$ cat config.mk
export PLATFORM = sky130hd
export DESIGN_NAME = pipe_reg_file
export DESIGN_NICKNAME = d
export VERILOG_FILES = /design/src/rtl/cpu_pkg.sv /design/src/rtl/reg_scoreboard.sv /design/src/rtl/pipe_reg_file.sv
export SDC_FILE = /design/constraint.sdc
export NUM_CORES = 2
export LEC_CHECK = 0
export BUFFER_PORTS_ARGS = -buffer_cell sky130_fd_sc_hd__buf_2
export CAP_MARGIN = 10
export CORE_ASPECT_RATIO = 0.7
export CORE_UTILIZATION = 45
export CTS_CLUSTER_SIZE = 30
export DETAILED_ROUTE_END_ITERATION = 12
export GPL_ROUTABILITY_DRIVEN = 0
export PLACE_DENSITY = 0.6
export SKIP_CTS_REPAIR_TIMING = 1
export SLEW_MARGIN = 0
export SYNTH_ARGS = -nofsm -noshare
export SYNTH_HDL_FRONTEND = slang
export SYNTH_HIERARCHICAL = 1
export SYNTH_SLANG_ARGS = --single-unit
$ cat constraint.sdc
create_clock -name clk_i -period 9.7 [get_ports clk_i]
set_input_delay 2.425 -clock clk_i [delete_from_list [all_inputs] [get_ports clk_i]]
set_output_delay 2.425 -clock clk_i [all_outputs]
set_load 0.005 [all_outputs]
$ cat src/rtl/cpu_pkg.sv
// Shared CPU constants: default register-file geometry and the hardwired-zero register index.
package cpu_pkg;
  localparam int unsigned DATA_W_DEF = 32;
  localparam int unsigned ADDR_W_DEF = 5;
  localparam int unsigned REG_ZERO   = 0;
endpackage

$ cat src/rtl/reg_scoreboard.sv
// Pending-writeback scoreboard: one busy bit per register plus a registered population count.
module reg_scoreboard
  import cpu_pkg::*;
#(
  parameter int ADDR_W   = ADDR_W_DEF,
  parameter int ZERO_REG = 1
) (
  input  logic                    clk_i,
  input  logic                    rst_n,
  input  logic                    set_i,
  input  logic [ADDR_W-1:0]       set_addr_i,
  input  logic                    clr0_i,
  input  logic [ADDR_W-1:0]       clr0_addr_i,
  input  logic                    clr1_i,
  input  logic [ADDR_W-1:0]       clr1_addr_i,
  output logic [(2**ADDR_W)-1:0]  busy_o,
  output logic [ADDR_W:0]         cnt_o
);
  localparam int DEPTH = 2**ADDR_W;
  localparam int CW    = ADDR_W + 1;
  localparam logic [ADDR_W-1:0] ZADDR = ADDR_W'(REG_ZERO);

  logic [DEPTH-1:0] busy_q, busy_d;
  logic [CW-1:0]    cnt_q, cnt_d;

  // Clears are applied first so a same-cycle issue leaves the bit set.
  always_comb begin
    busy_d = busy_q;
    if (clr0_i) busy_d[clr0_addr_i] = 1'b0;
    if (clr1_i) busy_d[clr1_addr_i] = 1'b0;
    if (set_i)  busy_d[set_addr_i]  = 1'b1;
    if (ZERO_REG != 0) busy_d[ZADDR] = 1'b0;
    cnt_d = '0;
    for (int i = 0; i < DEPTH; i++) cnt_d = cnt_d + CW'(busy_d[i]);
  end

  always_ff @(posedge clk_i or negedge rst_n) begin
    if (!rst_n) begin
      busy_q <= '0;
      cnt_q  <= '0;
    end else begin
      busy_q <= busy_d;
      cnt_q  <= cnt_d;
    end
  end

  assign busy_o = busy_q;
  assign cnt_o  = cnt_q;
endmodule

$ cat src/rtl/pipe_reg_file.sv
// Two-read / two-write register file with write-to-read bypass and a pending-write scoreboard.
module pipe_reg_file
  import cpu_pkg::*;
#(
  parameter int DATA_W   = DATA_W_DEF,
  parameter int ADDR_W   = ADDR_W_DEF,
  parameter int ZERO_REG = 1
) (
  input  logic              clk_i,
  input  logic              rst_n,
  input  logic [ADDR_W-1:0] rs_addr_i,
  input  logic [ADDR_W-1:0] rt_addr_i,
  output logic [DATA_W-1:0] rs_data_o,
  output logic [DATA_W-1:0] rt_data_o,
  output logic              rs_busy_o,
  output logic              rt_busy_o,
  input  logic              we0_i,
  input  logic [ADDR_W-1:0] wa0_i,
  input  logic [DATA_W-1:0] wd0_i,
  input  logic              we1_i,
  input  logic [ADDR_W-1:0] wa1_i,
  input  logic [DATA_W-1:0] wd1_i,
  input  logic              iss_i,
  input  logic [ADDR_W-1:0] iss_addr_i,
  output logic [ADDR_W:0]   busy_cnt_o
);
  localparam int DEPTH = 2**ADDR_W;
  localparam logic [ADDR_W-1:0] ZADDR = ADDR_W'(REG_ZERO);

  logic [DEPTH-1:0][DATA_W-1:0] regs_q, regs_d;
  logic [DEPTH-1:0]             busy;
  logic                         we0_ok, we1_ok;
  logic [1:0][ADDR_W-1:0]       rd_addr;
  logic [1:0][DATA_W-1:0]       rd_data;
  logic [1:0]                   rd_busy;

  assign we0_ok = we0_i && !(ZERO_REG != 0 && wa0_i == ZADDR);
  assign we1_ok = we1_i && !(ZERO_REG != 0 && wa1_i == ZADDR);

  // Port 1 is applied last so it wins an address collision.
  always_comb begin
    regs_d = regs_q;
    if (we0_ok) regs_d[wa0_i] = wd0_i;
    if (we1_ok) regs_d[wa1_i] = wd1_i;
  end

  always_ff @(posedge clk_i or negedge rst_n) begin
    if (!rst_n) regs_q <= '0;
    else        regs_q <= regs_d;
  end

  assign rd_addr = {rt_addr_i, rs_addr_i};

  always_comb begin
    rd_data = '0;
    rd_busy = '0;
    for (int p = 0; p < 2; p++) begin
      if (ZERO_REG != 0 && rd_addr[p] == ZADDR) rd_data[p] = '0;
      else if (we1_i && wa1_i == rd_addr[p])    rd_data[p] = wd1_i;
      else if (we0_i && wa0_i == rd_addr[p])    rd_data[p] = wd0_i;
      else                                      rd_data[p] = regs_q[rd_addr[p]];
      // Busy is the registered bit only: a writeback this cycle shows next cycle.
      rd_busy[p] = busy[rd_addr[p]];
    end
  end

  assign rs_data_o = rd_data[0];
  assign rt_data_o = rd_data[1];
  assign rs_busy_o = rd_busy[0];
  assign rt_busy_o = rd_busy[1];

  reg_scoreboard #(
    .ADDR_W   (ADDR_W),
    .ZERO_REG (ZERO_REG)
  ) u_sb (
    .clk_i       (clk_i),
    .rst_n       (rst_n),
    .set_i       (iss_i),
    .set_addr_i  (iss_addr_i),
    .clr0_i      (we0_i),
    .clr0_addr_i (wa0_i),
    .clr1_i      (we1_i),
    .clr1_addr_i (wa1_i),
    .busy_o      (busy),
    .cnt_o       (busy_cnt_o)
  );
endmodule
* Word level (Yosys, flattened, before mapping) *
Index checks and enable logic that the tools add are counted.

cells by class
  add/sub/neg operators = 30
  $lt $le $gt $ge = 8
  equality and inequality tests = 4
  multiplexer cells = 31
  bitwise logic cells = 5
  reduce and logical (&&, ||, !) cells = 15

operator list
  operator            number
  $bwmux 1024         2
  $mux 1024           2
  $mux 32             13
  $bmux 32 s5         2
  $demux 32 s5        2
  $add 6x1->6         29
  $and 32x32->32      2
  $not 32->32         2
  $or 32x32->32       1
  $lt 5x6->1 const B  5
  $eq 5x5->1          4
  $logic_not 5->1     4
  $demux 1 s5         3
  $ge 5x1->1 const B  3
  $bmux 1 s5          2
  $logic_and 1x1->1   9
  $mux 1              5
  $add 1x1->2         1
  $logic_not 1->1     2

word-level totals
  flip-flop bits (word level) = 1,061
  output and inout bits = 72

* Longest topological paths before layout *
  word-level depth = 41
  gate-level depth with buffers = 21
  gate-level depth less buffers = 20

* By module *
The synthesis kept the hierarchy.

by module, submodules not included
  module          times used  cells each  area each (um2)  sequential area each (um2)
  pipe_reg_file   1           6,249       64,863.5         25,624.6
  reg_scoreboard  1           269         2,718.9          925.9

* Worst setup path after synthesis *
No wires, ideal clock.

  path type = input port to flip-flop
  start = input port wa0_i[3]
  end = register u_sb.cnt_q[4], in the netlist u_sb/cnt_o[4]
  setup time = 0.123 ns
  arrival time = 7.281 ns
  slack = 2.296 ns
  cell stages on the path = 20
  cell sequence = buf_4 > nor2b_2 > and2b_1 > a22oi_1 > a22o_1 > fa_1 > inv_1 > fa_1 > fa_1 > inv_1 > fa_1 > fa_1 > fa_1 > ha_1 > inv_1 > fa_1 > inv_1 > a21o_1 > a21oi_1 > xnor2_1

on the way
  elaborated cells between the ends (all ways) = 42
  those cells by class = 30 x add/sub; 2 x order compare; 5 x mux; 4 x bitwise; 1 x reduce/logical

RTL lines
  element                                                         RTL line              RTL
  start: declaration                                              pipe_reg_file.sv:18   input logic [ADDR_W-1:0] wa0_i,
  $lt 5x6->1 (implied by the code) or $ge 5x1->1 (tied branches)  reg_scoreboard.sv:29  if (clr0_i) busy_d[clr0_addr_i] = 1'b0;
  $logic_and 1x1->1 (implied by the code)                         reg_scoreboard.sv:29
  $mux 1 (implied by the code)                                    reg_scoreboard.sv:29
  $demux 1 s5 *                                                   -
  $not 32->32 (no source line) *                                  -
  $and 32x32->32 (no source line) *                               -
  $mux 32 *                                                       reg_scoreboard.sv:29
  $and 32x32->32 (no source line)                                 -
  $mux 32 *                                                       reg_scoreboard.sv:30  if (clr1_i) busy_d[clr1_addr_i] = 1'b0;
  $or 32x32->32 (no source line)                                  -
  $mux 32 *                                                       reg_scoreboard.sv:31  if (set_i) busy_d[set_addr_i] = 1'b1;
  via u_sb.busy_d[10]                                             reg_scoreboard.sv:23  logic [DEPTH-1:0] busy_q, busy_d;
  $add 6x1->6 * (22 in a row)                                     reg_scoreboard.sv:34  for (int i = 0; i < DEPTH; i++) cnt_d = cnt_d + CW'(busy_d[i]);
  via u_sb.cnt_d[4]                                               reg_scoreboard.sv:24  logic [CW-1:0] cnt_q, cnt_d;
  end signal: assignment                                          reg_scoreboard.sv:43  cnt_q <= cnt_d;
  end: declaration                                                reg_scoreboard.sv:24

Mark *: on every way through the listed nets, which the timed path passes. The rest lies on a longest branch.

* Worst setup path after layout *
  start = input port rs_addr_i[3]
  end = output port rs_data_o[1]

on the way
  word-level cells in the longest chain between the ends = 5
  elaborated cells between the ends (all ways) = 10
  those cells by class = 2 x eq/ne; 5 x mux; 3 x reduce/logical

RTL lines
  element                                                             RTL line                                  RTL
  start: declaration                                                  pipe_reg_file.sv:11                       input logic [ADDR_W-1:0] rs_addr_i,
  $bmux 32 s5 or $eq 5x5->1 (tied branches)                           pipe_reg_file.sv:61, pipe_reg_file.sv:60
  $mux 32 (implied by the code) or $logic_and 1x1->1 (tied branches)  pipe_reg_file.sv:61, pipe_reg_file.sv:60
  $mux 32                                                             pipe_reg_file.sv:60                       else if (we0_i && wa0_i == rd_addr[p]) rd_data[p] = wd0_i;
  $mux 32                                                             pipe_reg_file.sv:59                       else if (we1_i && wa1_i == rd_addr[p]) rd_data[p] = wd1_i;
  $mux 32 *                                                           pipe_reg_file.sv:58                       if (ZERO_REG != 0 && rd_addr[p] == ZADDR) rd_data[p] = '0;
  end: declaration                                                    pipe_reg_file.sv:13                       output logic [DATA_W-1:0] rs_data_o,

Mark *: on every way between the ends. The rest lies on a longest branch, timed or not. The select of a mux whose other input is x is not followed.

==> results.py <==
metrics = {
    "run_status": {
        "status": "completed",
    },
    "routing": {
        "drt_iter0_markers": 10700,
        "firstDrtPassIters": 9,
        "routed_via_density": 7.07,
        "wl_per_cell_um": 35.9,
        "drc": 0,
        "drt_wl_total_um": 293000,
        "ant_nets": 0,
        "num_vias": 57700,
    },
    "sta": {
        "final-max-slew-violation-count": 0,
        "period_needed_ns": 8.89,
        "tns_ns": 0,
        "post-route-period-util": 0.916,
        "worst_slew_pin_slew_ns": 1.35,
        "finalHoldViolCount": 0,
        "rsz0062_at_grt": "no",
        "slew_headroom": 0.0784,
        "final-setup-viol-count": 0,
        "maxClockFrequency_mhz": 113,
        "whs_ns": 0.397,
        "skew_ns": 0.00667,
    },
    "critical_path": {
        "crit_buf_inv": 4,
        "cp_max_fo": 31,
        "crit_type": "in -> out",
        "worstSetupEndpointType": "primary output",
        "arrival_ns": 6.46,
        "cp_common_cell": "buf_4",
        "cp-start-kind": "input port",
        "max_stage_delay_ns": 0.95,
        "crit_slowest_cell": "a2111oi_0",
        "cp_top_family": "buffers and inverters",
        "critPathRequiredTime_ns": 7.28,
        "cp_cell_sequence": "buf_4 > xor2_1 > nor4_1 > and3_2 > buf_4 > a2111oi_0 > a2111oi_0 > buf_4 > buf_2",
    },
    "grt": {
        "grt_pass1_wl_um": 414000,
        "grt_max_degree": 151,
        "grt-ovfl-total": 0,
        "grt_usage": 0.378,
        "first_global_vias": 54200,
        "antenna_found_initial": 20,
    },
    "job": {
        "maxCapViolations": 0,
    },
    "finish": {
        "layout_commonest_cell": "dfrtp_1",
        "n_fill_cell": 13400,
        "most-common-layout-cells": "dfrtp_1, mux2i_1, nor2_1",
        "drive_gt1_frac": 0.169,
        "nNetsFinal": 6200,
        "final_area_um2": 72800,
        "area_growth_pct": 7.78,
        "fin_util": 0.490,
    },
    "synthesis": {
        "syn_inst": 6518,
        "synth-edff-count": 0,
        "synthesis.nets": 6644,
        "ys_types": 70,
        "async_flop_share": 1.00,
        "synth-seq-cells": 1061,
        "yosysSeqAreaShare": 0.393,
        "ys.flop_type": "dfrtp_1",
        "avgSynthCellArea_um2": 10.4,
        "syn-cell-area_um2": 67600,
        "yosysWarnings": 6,
    },
    "placement": {
        "numPortBuffers": 165,
        "dp_hpwl_um": 159000,
        "placed_area_um2": 69100,
    },
    "floorplanning": {
        "fp.dieW_um": 465,
        "start_util": 0.455,
        "dieHeight_um": 326,
        "ios": 166,
        "dieArea_um2": 152000,
        "fp-row-count": 118,
        "core_area_um2": 149000,
    },
    "pwr": {
        "p_leak_nw": 30.8,
        "power_density_nw_per_um2": 220,
        "vdd_ir_drop_max_mv": 0.573,
    },
    "clock_network": {
        "cts_tree": "yes",
        "clock-sinks": 1061,
        "cts_max_path_buffers": 3,
        "path_clk_slew_ns": 0.06,
        "numCtsBuffers": 111,
        "htreeDepth": 3,
        "cts-root-buf": "clkbuf_16",
        "clock_latency_ns": 0.77,
    },
    "min_path": {
        "holdCritPathClass": "reg -> reg",
    },
}
==> cells by family after synthesis <==
group / share of synthesized area
adder cells (fa/ha/maj): 0.00848
XOR/XNOR: 0.00298
multiplexers: 0.301
AO/OA/AOI/OAI: 0.162
buffers and inverters: 0.0575
flip-flops: 0.393
AND/OR/NAND/NOR: 0.0749
other: 0.0000555
==> sequential cells by signal (all words and copies together) (netlist names) <==
| register | count |
|---|---|
| u_sb/cnt_o | 6 |
| regs_q | 1024 |
| u_sb/busy_o | 31 |
==> cell type report <==
class                           instances  area (um2)  share of cell area
Antenna cell                           15        37.5            0.000515
Clock buffer                          176        3370              0.0463
Clock inverter                         28         338             0.00464
Inverter                               40         150             0.00206
Multi-Input combinational cell       4547       37700               0.518
Sequential cell                      1061       26600               0.364
Tap cell                             1980        2480              0.0340
Timing Repair Buffer                  313        2210              0.0303
==> routing by layer <==
metal	part of all wire	global-route usage	up-vias
met5	0.00013	0	-
met4	0.050	0.165	6
met3	0.15	0.143	843
met2	0.41	0.515	4890
met1	0.39	0.531	28600
li1	-	-	23300
==> worst reg2reg max path, stage by stage, from the launching register on <==
cell,delay [ns]
dfrtp_1,0.43
a32oi_1,0.28
fa_1,0.46
fa_1,0.53
fa_1,0.52
inv_1,0.06
fa_1,0.56
fa_1,0.45
fa_1,0.52
ha_1,0.19
inv_1,0.07
fa_1,0.45
inv_1,0.07
a21o_1,0.10
a21oi_1,0.08
xnor2_1,0.12
==> report_power, final <==
| group | leakage [nW] | total, mW | internal (mW) | switching (mW) |
|---|---|---|---|---|
| Clock | 1.83 | 4.54 | 2.51 | 2.02 |
| Combinational | 15.9 | 4.94 | 2.45 | 2.49 |
| Sequential | 13.0 | 6.55 | 5.60 | 0.958 |
| Total | 30.8 | 16.0 | 10.6 | 5.47 |
==> synth_stat cells, types with 44 or more instances <==
cell type | count | share of area
nand2_1 | 568 | 0.032
buf_2 | 123 | 0.0091
buf_1 | 84 | 0.0047
mux2i_1 | 1056 | 0.16
a211oi_1 | 44 | 0.0049
a22oi_1 | 61 | 0.0068
a32oi_1 | 242 | 0.031
buf_4 | 49 | 0.0054
dfrtp_1 | 1061 | 0.39
o22ai_1 | 72 | 0.0067
o221ai_1 | 50 | 0.0065
clkbuf_1 | 595 | 0.033
nor2_1 | 578 | 0.032
a21oi_1 | 517 | 0.038
o21ai_0 | 507 | 0.038
mux4_2 | 419 | 0.14
a22o_1 | 69 | 0.0089
==> stage by stage <==
step	instances	setup slack, ns	power, mW
finish	8160	0.812	16.0
global route	8155	0.894	16.8
CTS	8145	1.02	15.9
detailed placement	7941	1.04	11.4
global placement	7940	1.03	11.3
floorplan	6518	2.30	9.91
==> worst paths after layout <==
kind / from / to / slack, ns / cells past startpoint
max: rs_addr_i[3] / rs_data_o[1] / 0.81 / 9
min: regs_q[18] / regs_q[18] / 0.40 / 0
max reg2reg: u_sb/busy_o[28] / u_sb/cnt_o[4] / 4.68 / 15
min reg2reg: regs_q[18] / regs_q[18] / 0.40 / 0
max in group asynchronous: rst_n / regs_q[270] / 6.12 / 3
min in group asynchronous: rst_n / regs_q[312] / 1.61 / 1
Power figures use the tool's default switching activity.
